--- config.mk ---
export PLATFORM = sky130hd
export DESIGN_NAME = muldiv_issue_unit
export DESIGN_NICKNAME = d
export VERILOG_FILES = /design/src/rtl/muldiv_issue_pkg.sv /design/src/rtl/muldiv_result_fifo.sv /design/src/rtl/muldiv_issue_unit.sv
export SDC_FILE = /design/constraint.sdc
export NUM_CORES = 1
export LEC_CHECK = 0
export CORE_MARGIN = 2
export CORE_UTILIZATION = 50
export DETAILED_ROUTE_END_ITERATION = 8
export PLACE_DENSITY = 0.83
export SETUP_SLACK_MARGIN = 0.1
export SLEW_MARGIN = 20
export SYNTH_ARGS = -nofsm -noshare
export SYNTH_HDL_FRONTEND = slang
export SYNTH_SLANG_ARGS = --single-unit
--- constraint.sdc ---
create_clock -name clock -period 29.3 [get_ports clock]
set_input_delay 7.325 -clock clock [delete_from_list [all_inputs] [get_ports clock]]
set_output_delay 7.325 -clock clock [all_outputs]
set_load 0.05 [all_outputs]
--- src/rtl/muldiv_issue_pkg.sv ---
// Shared types and constants for the MulDiv issue unit.
//   md_state_e  : issue FSM states
//   FN_*        : MulDiv function codes
//   md_result_t : one completed result (data, tag, cycle count). Fields are
//                 sized for the widest supported TAG_W/CNT_W; narrower
//                 instances use the low bits.
package muldiv_issue_pkg;

  typedef enum logic [1:0] {
    IDLE = 2'd0,
    REQ  = 2'd1,
    BUSY = 2'd2
  } md_state_e;

  localparam logic [3:0] FN_MUL    = 4'd0;
  localparam logic [3:0] FN_MULH   = 4'd1;
  localparam logic [3:0] FN_MULHSU = 4'd2;
  localparam logic [3:0] FN_MULHU  = 4'd3;
  localparam logic [3:0] FN_DIV    = 4'd4;
  localparam logic [3:0] FN_DIVU   = 4'd5;
  localparam logic [3:0] FN_REM    = 4'd6;
  localparam logic [3:0] FN_REMU   = 4'd7;

  localparam int MAX_TAG_W = 16;
  localparam int MAX_CNT_W = 32;

  typedef struct packed {
    logic [63:0]          data;
    logic [MAX_TAG_W-1:0] tag;
    logic [MAX_CNT_W-1:0] cycles;
  } md_result_t;

endpackage

--- src/rtl/muldiv_result_fifo.sv ---
// Small synchronous FIFO holding completed MulDiv results.
//   clock, reset       : clock, asynchronous active-high reset (empties FIFO)
//   wr_en, wr_data     : enqueue request and entry (ignored when full)
//   rd_en              : dequeue the head entry (ignored when empty)
//   rd_data            : head entry, combinational from storage
//   full, empty        : occupancy flags
// DEPTH must be a power of two; pointers carry one extra wrap bit so that
// full and empty are distinguishable when the indices match.
module muldiv_result_fifo #(
  parameter int DEPTH = 2,
  parameter int WIDTH = 8
) (
  input  logic             clock,
  input  logic             reset,
  input  logic             wr_en,
  input  logic [WIDTH-1:0] wr_data,
  input  logic             rd_en,
  output logic [WIDTH-1:0] rd_data,
  output logic             full,
  output logic             empty
);

  localparam int AW = (DEPTH > 1) ? $clog2(DEPTH) : 1;
  localparam logic [AW:0] PTR_ONE = 1;

  logic [AW:0]      wr_ptr_q, wr_ptr_d;
  logic [AW:0]      rd_ptr_q, rd_ptr_d;
  logic [WIDTH-1:0] mem_q [DEPTH];
  logic [WIDTH-1:0] mem_d [DEPTH];

  assign empty   = (wr_ptr_q == rd_ptr_q);
  assign full    = (wr_ptr_q[AW] != rd_ptr_q[AW]) &&
                   (wr_ptr_q[AW-1:0] == rd_ptr_q[AW-1:0]);
  assign rd_data = mem_q[rd_ptr_q[AW-1:0]];

  always_comb begin
    mem_d    = mem_q;
    wr_ptr_d = wr_ptr_q;
    rd_ptr_d = rd_ptr_q;
    if (wr_en && !full) begin
      mem_d[wr_ptr_q[AW-1:0]] = wr_data;
      wr_ptr_d = wr_ptr_q + PTR_ONE;
    end
    if (rd_en && !empty) begin
      rd_ptr_d = rd_ptr_q + PTR_ONE;
    end
  end

  // Storage is cleared too so the head reads as zero out of reset.
  always_ff @(posedge clock or posedge reset) begin
    if (reset) begin
      wr_ptr_q <= '0;
      rd_ptr_q <= '0;
      for (int i = 0; i < DEPTH; i++) mem_q[i] <= '0;
    end else begin
      wr_ptr_q <= wr_ptr_d;
      rd_ptr_q <= rd_ptr_d;
      mem_q    <= mem_d;
    end
  end

endmodule

--- src/rtl/muldiv_issue_unit.sv ---
// Request-side driver for the MulDiv unit: takes one op at a time from the
// issue queue, presents it to MulDiv, waits for the response and pushes
// {data, tag, latency} into an output FIFO.
//   clock, reset              : clock, asynchronous active-high reset
//   io_in_*                   : upstream valid/ready op (fn, dw, in1, in2, tag)
//   io_flush                  : abandon the in-flight op
//   io_md_req_*               : MulDiv request channel
//   io_md_kill                : MulDiv kill pulse (flush while busy)
//   io_md_resp_*              : MulDiv response channel
//   io_out_*                  : downstream results (data, tag, cycles)
module muldiv_issue_unit
  import muldiv_issue_pkg::*;
#(
  parameter int TAG_W     = 4,
  parameter int CNT_W     = 8,
  parameter int OUT_DEPTH = 2
) (
  input  logic             clock,
  input  logic             reset,
  input  logic             io_in_valid,
  output logic             io_in_ready,
  input  logic [3:0]       io_in_bits_fn,
  input  logic             io_in_bits_dw,
  input  logic [63:0]      io_in_bits_in1,
  input  logic [63:0]      io_in_bits_in2,
  input  logic [TAG_W-1:0] io_in_bits_tag,
  input  logic             io_flush,
  output logic             io_md_req_valid,
  input  logic             io_md_req_ready,
  output logic [3:0]       io_md_req_bits_fn,
  output logic             io_md_req_bits_dw,
  output logic [63:0]      io_md_req_bits_in1,
  output logic [63:0]      io_md_req_bits_in2,
  output logic             io_md_kill,
  output logic             io_md_resp_ready,
  input  logic             io_md_resp_valid,
  input  logic [63:0]      io_md_resp_bits_data,
  output logic             io_out_valid,
  input  logic             io_out_ready,
  output logic [63:0]      io_out_bits_data,
  output logic [TAG_W-1:0] io_out_bits_tag,
  output logic [CNT_W-1:0] io_out_bits_cycles
);

  localparam int ENTRY_W = 64 + TAG_W + CNT_W;
  localparam logic [CNT_W-1:0] CNT_ONE = 1;

  function automatic logic [CNT_W-1:0] sat_inc(input logic [CNT_W-1:0] v);
    return (&v) ? v : v + CNT_ONE;
  endfunction

  md_state_e        state_q, state_d;
  logic [3:0]       fn_q, fn_d;
  logic             dw_q, dw_d;
  logic [63:0]      in1_q, in1_d;
  logic [63:0]      in2_q, in2_d;
  logic [TAG_W-1:0] tag_q, tag_d;
  logic [CNT_W-1:0] cnt_q, cnt_d;

  logic               fifo_wr;
  logic               fifo_full;
  logic               fifo_empty;
  logic               accept;
  logic [ENTRY_W-1:0] fifo_rd_data;

  assign io_md_req_bits_fn  = fn_q;
  assign io_md_req_bits_dw  = dw_q;
  assign io_md_req_bits_in1 = in1_q;
  assign io_md_req_bits_in2 = in2_q;
  assign io_out_valid       = !fifo_empty;
  assign {io_out_bits_data, io_out_bits_tag, io_out_bits_cycles} = fifo_rd_data;

  always_comb begin
    state_d          = state_q;
    fn_d             = fn_q;
    dw_d             = dw_q;
    in1_d            = in1_q;
    in2_d            = in2_q;
    tag_d            = tag_q;
    cnt_d            = cnt_q;
    io_in_ready      = 1'b0;
    io_md_req_valid  = 1'b0;
    io_md_kill       = 1'b0;
    io_md_resp_ready = 1'b0;
    fifo_wr          = 1'b0;
    accept           = 1'b0;
    unique case (state_q)
      IDLE: begin
        // A free FIFO slot is reserved at accept time, so the eventual
        // response can always be enqueued regardless of io_out_ready.
        io_in_ready = !fifo_full && !io_flush && !reset;
        accept      = io_in_valid && io_in_ready;
        if (accept) begin
          fn_d    = io_in_bits_fn;
          dw_d    = io_in_bits_dw;
          in1_d   = io_in_bits_in1;
          in2_d   = io_in_bits_in2;
          tag_d   = io_in_bits_tag;
          cnt_d   = '0;
          state_d = REQ;
        end
      end
      REQ: begin
        // MulDiv has not taken the op yet, so a flush needs no kill.
        if (io_flush) begin
          state_d = IDLE;
        end else begin
          io_md_req_valid = 1'b1;
          cnt_d           = sat_inc(cnt_q);
          if (io_md_req_ready) state_d = BUSY;
        end
      end
      BUSY: begin
        if (io_flush) begin
          io_md_kill = 1'b1;
          state_d    = IDLE;
        end else begin
          io_md_resp_ready = 1'b1;
          cnt_d            = sat_inc(cnt_q);
          if (io_md_resp_valid) begin
            fifo_wr = 1'b1;
            state_d = IDLE;
          end
        end
      end
      default: state_d = IDLE;
    endcase
  end

  always_ff @(posedge clock or posedge reset) begin
    if (reset) begin
      state_q <= IDLE;
      fn_q    <= '0;
      dw_q    <= 1'b0;
      in1_q   <= '0;
      in2_q   <= '0;
      tag_q   <= '0;
      cnt_q   <= '0;
    end else begin
      state_q <= state_d;
      fn_q    <= fn_d;
      dw_q    <= dw_d;
      in1_q   <= in1_d;
      in2_q   <= in2_d;
      tag_q   <= tag_d;
      cnt_q   <= cnt_d;
    end
  end

  // The stored count includes the response cycle itself.
  muldiv_result_fifo #(
    .DEPTH(OUT_DEPTH),
    .WIDTH(ENTRY_W)
  ) u_fifo (
    .clock  (clock),
    .reset  (reset),
    .wr_en  (fifo_wr),
    .wr_data({io_md_resp_bits_data, tag_q, sat_inc(cnt_q)}),
    .rd_en  (io_out_valid && io_out_ready),
    .rd_data(fifo_rd_data),
    .full   (fifo_full),
    .empty  (fifo_empty)
  );

endmodule

## Yosys cells after proc, flatten, opt, wreduce, memory -nomap -nowiden

Index checks and enable logic that the tools add are counted.

- Flip-flop bits (word level): 303
- Bits of input ports: 208
- Output and inout bits: 214
- Logic and storage cells: 72

- $add $sub $neg: 3
- $lt $le $gt $ge: 3
- Eq/ne operators: 9
- Multiplexer cells: 25
- Bitwise logic cells: 2
- Reductions and logical operators: 19

Operators by type and width:

| kind | count |
|---|---|
| two-way mux 76 bit | 4 |
| bitwise mux 152 bit | 1 |
| demux 76 bit (select 1 bit) | 1 |
| two-way mux 8 bit | 3 |
| case mux 8 bit (2 select lines) | 1 |
| two-way mux 2 bit | 5 |
| two-way mux 1 bit | 9 |
| adder 8 x 1 -> 8 bit (second input constant) | 1 |
| logical AND 1 bit | 8 |
| AND reduction 8 bit | 1 |
| != test 3 bit (second input constant) | 2 |
| case mux 2 bit (3 select lines) | 1 |
| AND reduction 3 bit | 2 |
| adder 2 x 1 -> 2 bit (second input constant) | 2 |
| greater-or-equal comparator 2 bit (second input constant) | 2 |
| logical NOT 1 bit | 4 |
| != test 2 bit (second input constant) | 2 |
| inverter 1 -> 2 bit | 2 |
| equality test 2 x 1 -> 1 bit (second input constant) | 1 |
| equality test 2 bit | 1 |
| equality test 2 bit (second input constant) | 1 |
| logical NOT 2 bit | 1 |
| less-than comparator 2 x 1 -> 1 bit (second input constant) | 1 |
| AND reduction 2 bit | 1 |
| 4 further kinds | 4 |

## Longest topological paths before layout

- Depth in word-level cells: 8
- Gate-level depth with buffers: 9
- Mapped depth without buffers: 6

## Hierarchy

Synthesis repeated with hierarchy kept, for this count alone.

- Cells, all modules: 815
- Area total of the unflattened synthesis: 13,430.4 um^2

By module, submodules not included:

| module | times used | cells an instance | area each (um^2) | seq. area each (um^2) |
|---|---|---|---|---|
| muldiv_result_fifo | 1 | 434 | 6,940.4 | 3,903.7 |
| muldiv_issue_unit | 1 | 381 | 6,490.0 | 3,678.5 |

## Worst setup path after synthesis

Ideal clock, no wire load.

- Path type: in2out
- Start point: in reset
- End point: out io_in_ready
- Arrival: 14,709 ps
- Required time: 21,975 ps
- Setup slack: 7,266 ps
- Stages: 2
- Path buffers: 0
- Path through: inv_1 > o2111a_1

- Cells in the longest elaborated chain, start to end: 3

Ends and longest elaborated chain:

| what | line | text |
|---|---|---|
| start: declaration | muldiv_issue_unit.sv:19 | `input logic reset,` |
| logical NOT 1 bit (no source line) | - |  |
| logical AND 1 bit | muldiv_issue_unit.sv:91 | `io_in_ready = !fifo_full && !io_flush && !reset;` |
| two-way mux 1 bit | muldiv_issue_unit.sv:87 | `unique case (state_q)` |
| end: declaration | muldiv_issue_unit.sv:21 | `output logic io_in_ready,` |

No other way between the ends.

## Final worst setup path

- Start point: in io_flush
- End point: out io_in_ready

- Cells in the longest elaborated chain, start to end: 4

Ends and longest elaborated chain:

| what | line | text |
|---|---|---|
| start: declaration | muldiv_issue_unit.sv:27 | `input logic io_flush,` |
| logical NOT 1 bit | muldiv_issue_unit.sv:91 |  |
| logical AND 1 bit (2 in a row) | muldiv_issue_unit.sv:91 |  |
| two-way mux 1 bit | muldiv_issue_unit.sv:87 |  |

No other way between the ends.

==> qor.csv <==
stage,metric,value,unit
clocking,CTS tree,done,
drt,DR WL/cell,19.8,µm
hold_path,worst hold-check path type,flop to flop,
synthesis,syn avg cell area,12.9,µm²
setup_path,worst-path fanout max,12,
synthesis,ys async rst share,100,%
pwr,pwr dens,138,nW/µm²
clocking,Post-CTS Hold Buffers,0,
clocking,Max Root-Sink Buffers,3,
synthesis,Synth top area share,59.8,%
setup_path,"critical path, cell by cell","clkdlybuf4s50_1, inv_1, o2111a_1, clkdlybuf4s50_1",
floorplanning,die footprint,26600,µm²
pwr,Static Leakage,8.25,nW
global_route,first-pass GRT wire length,52800,µm
synthesis,syn_nets,1193,
pwr,maximum vdd drop,0.109,mV
setup_path,crit start category,input pin,
global_route,total congestion overflow,0,
place,I/O Buffers,421,
floorplanning,Core Box Area,25000,µm²
global_route,initial antenna violation count,0,
place,RD Place Congestion,0.821,
drt,Initial DRC Count,399,
setup_path,WP data required,21980,ps
synthesis,Synth Flop Type,dfrtp_1,
synthesis,Yosys top cell by area,dfrtp_1,
place,Final HPWL DP,23600,µm
synthesis,sequential area share after synthesis,59.8,%
sta,skew final,8.75,ps
cells_and_area,Layout Nets,1606,
clocking,clock latency on the worst-skew pair,500,ps
cells_and_area,Multi-input gate area,4790,µm²
sta,"Slew Viols, Final",0,
clocking,"Setup Fix Bufs, Post-CTS",0,
cells_and_area,Filler Cell Count,1656,
synthesis,number of synthesized flops with an enable pin,0,
global_route,largest net degree at the start of global routing,146,
drt,drt pass-1 iters,5,
run,maxcap violations,0,
setup_path,Worst setup EP type,output port,
cells_and_area,share of cells above drive strength 1,18.9,%
global_route,vias in the first global route,9823,
drt,DR vias/cell,5.17,
sta,final hold vios,0,
sta,final critical-path share of the clock period,56.8,%
synthesis,Syn Inst Count,980,
clocking,htree depth,2,
clocking,CTS Buf Count,35,
global_route,gr usage total,25.7,%
floorplanning,Top Ports,422,
clocking,root buf cell,clkbuf_16,
drt,residual DRC count,0,
setup_path,slowest cell delay on critical path,880,ps
cells_and_area,area delta synth->final,44.0,%
drt,Routed Wire Length,34500,µm
floorplanning,Die Height,163,µm
clocking,clk sinks,303,
synthesis,Yosys reg bits,303,
drt,Routed Antenna Nets,0,
sta,Slew headroom,25.0,%
synthesis,synth unique cells,47,
sta,Worst Tran Pin Value,1130,ps
outcome,status,"complete, no violations",
setup_path,Critical Path AT,9320,ps
clocking,Worst-path clk slew,50,ps
cells_and_area,"commonest non-fill, non-tap cell in the layout",clkdlybuf4s50_1,
sta,hold slack,468,ps
synthesis,cell area after synthesis,12700,µm²
floorplanning,die width,163,µm
cells_and_area,FF+latch area,7590,µm²
clocking,Post-CTS Resized,0,
sta,RSZ-0062 raised after global routing,false,
sta,min cycle time layout,16640,ps
sta,fmax,60.1,MHz
synthesis,Synth area leaders,"dfrtp_1, mux2_2, mux2_1, nand2_1, o21ai_0",
setup_path,Crit path top cell by count,clkdlybuf4s50_1,
setup_path,WS Path Type,input pin to output port,
sta,setup TNS,0,ps
floorplanning,Cell Rows,58,
sta,endpoints failing setup,0,
cells_and_area,most frequent cells in the layout,"clkdlybuf4s50_1, dfrtp_1, nand2_1, mux2_2, mux2_1",
setup_path,"slowest stage cell, crit path",clkdlybuf4s50_1,
floorplanning,Starting Density,50.6,%
synthesis,yosys warns,0,
cells_and_area,Antenna Cells,0,
drt,DR vias,9017,
[logic make-up (layout without fill, tap and decap cells)]
family / after synthesis / after routing / synth area share, %
buf+inv: 63 / 498 / 2.67
flops: 303 / 303 / 59.8
xor+xnor: 7 / 7 / 0.543
mux: 283 / 283 / 25.1
simple gates: 265 / 265 / 8.46
compound gates: 54 / 54 / 2.88
fa+ha+maj: 5 / 5 / 0.494
[power breakdown]
| group | total (W) | internal, W | leakage (nW) | switching (W) |
|---|---|---|---|---|
| clock | 0.000420 | 0.000255 | 0.553 | 0.000165 |
| combinational | 0.00136 | 0.000499 | 3.88 | 0.000865 |
| sequential | 0.000728 | 0.000619 | 3.82 | 0.000109 |
[registers in the layout, indices dropped and copies added (netlist names), 4 cells and up]
| signal | flops |
|---|---|
| io_md_req_bits_in1 | 64 |
| u_fifo.mem_q | 152 |
| tag_q | 4 |
| cnt_q | 8 |
| io_md_req_bits_fn | 4 |
| io_md_req_bits_in2 | 64 |
[critical path: cells and delay by family]
kind / cells / cell delay (ps)
buffers and inverters: 3 / 1770
AOI/OAI and AO/OA: 1 / 210
[per-stage QoR]
| step | utilization, % | cell area (µm²) | power, W | setup WS [ps] | cells |
|---|---|---|---|---|---|
| 2_1_floorplan | - | 12700 | 0.00162 | 7270 | 980 |
| 3_3_place_gp | 68.3 | 17100 | 0.00207 | 12170 | 1685 |
| 3_5_place_dp | 68.3 | 17100 | 0.00209 | 12140 | 1685 |
| 4_1_cts | 72.8 | 18200 | 0.00253 | 12140 | 1744 |
| 5_1_grt | 72.9 | 18300 | 0.00262 | 12590 | 1745 |
| 6_report | 72.9 | 18300 | 0.00251 | 12660 | 1745 |
[synth_stat cells, types with 3 or more instances]
cell type / number
o21ai_0: 27
inv_1: 9
mux2_2: 195
nand2_1: 232
dfrtp_1: 303
buf_4: 7
a21boi_1: 5
nor2_1: 5
buf_2: 24
nand3_1: 5
clkbuf_1: 15
ha_1: 5
mux2_1: 87
xnor2_1: 4
and3_1: 3
nor2b_1: 4
a2bb2oi_1: 6
buf_6: 6
[cell type report]
cell class                 count  share of cell area (%)
tap                          330                    2.26
sequential                   303                    41.6
multi-input combinational    614                    26.2
clock inverter                 4                   0.130
timing repair buffer         430                    23.6
inverter                       9                   0.226
clock buffer                  55                    5.99
[routing by layer]
metal | GRT usage, % | wire, µm
met1 | 28.7 | 12600
met2 | 43.8 | 17200
met3 | 9.67 | 3250
met4 | 11.2 | 1530
met5 | 0 | 0
[path summary, 6_finish.rpt]
kind | startpoint | end | slack, ps | cells past startpoint
setup / recovery | io_flush | io_in_ready | 12660 | 4
hold / removal | u_fifo.mem_q[46]$_DFFE_PP0P_ | u_fifo.mem_q[46]$_DFFE_PP0P_ | 470 | 2
setup reg to reg | u_fifo.rd_ptr_q[0]$_DFFE_PP0P_ | io_md_req_bits_in1[34]$_DFFE_PP0P_ | 26030 | 5
hold reg to reg | u_fifo.mem_q[46]$_DFFE_PP0P_ | u_fifo.mem_q[46]$_DFFE_PP0P_ | 470 | 2
max in group asynchronous | reset | io_md_req_bits_in2[47]$_DFFE_PP0P_ | 20500 | 4
min in group asynchronous | reset | io_md_req_bits_in1[8]$_DFFE_PP0P_ | 7240 | 2
No activity file was read; power rests on OpenSTA's default activity.
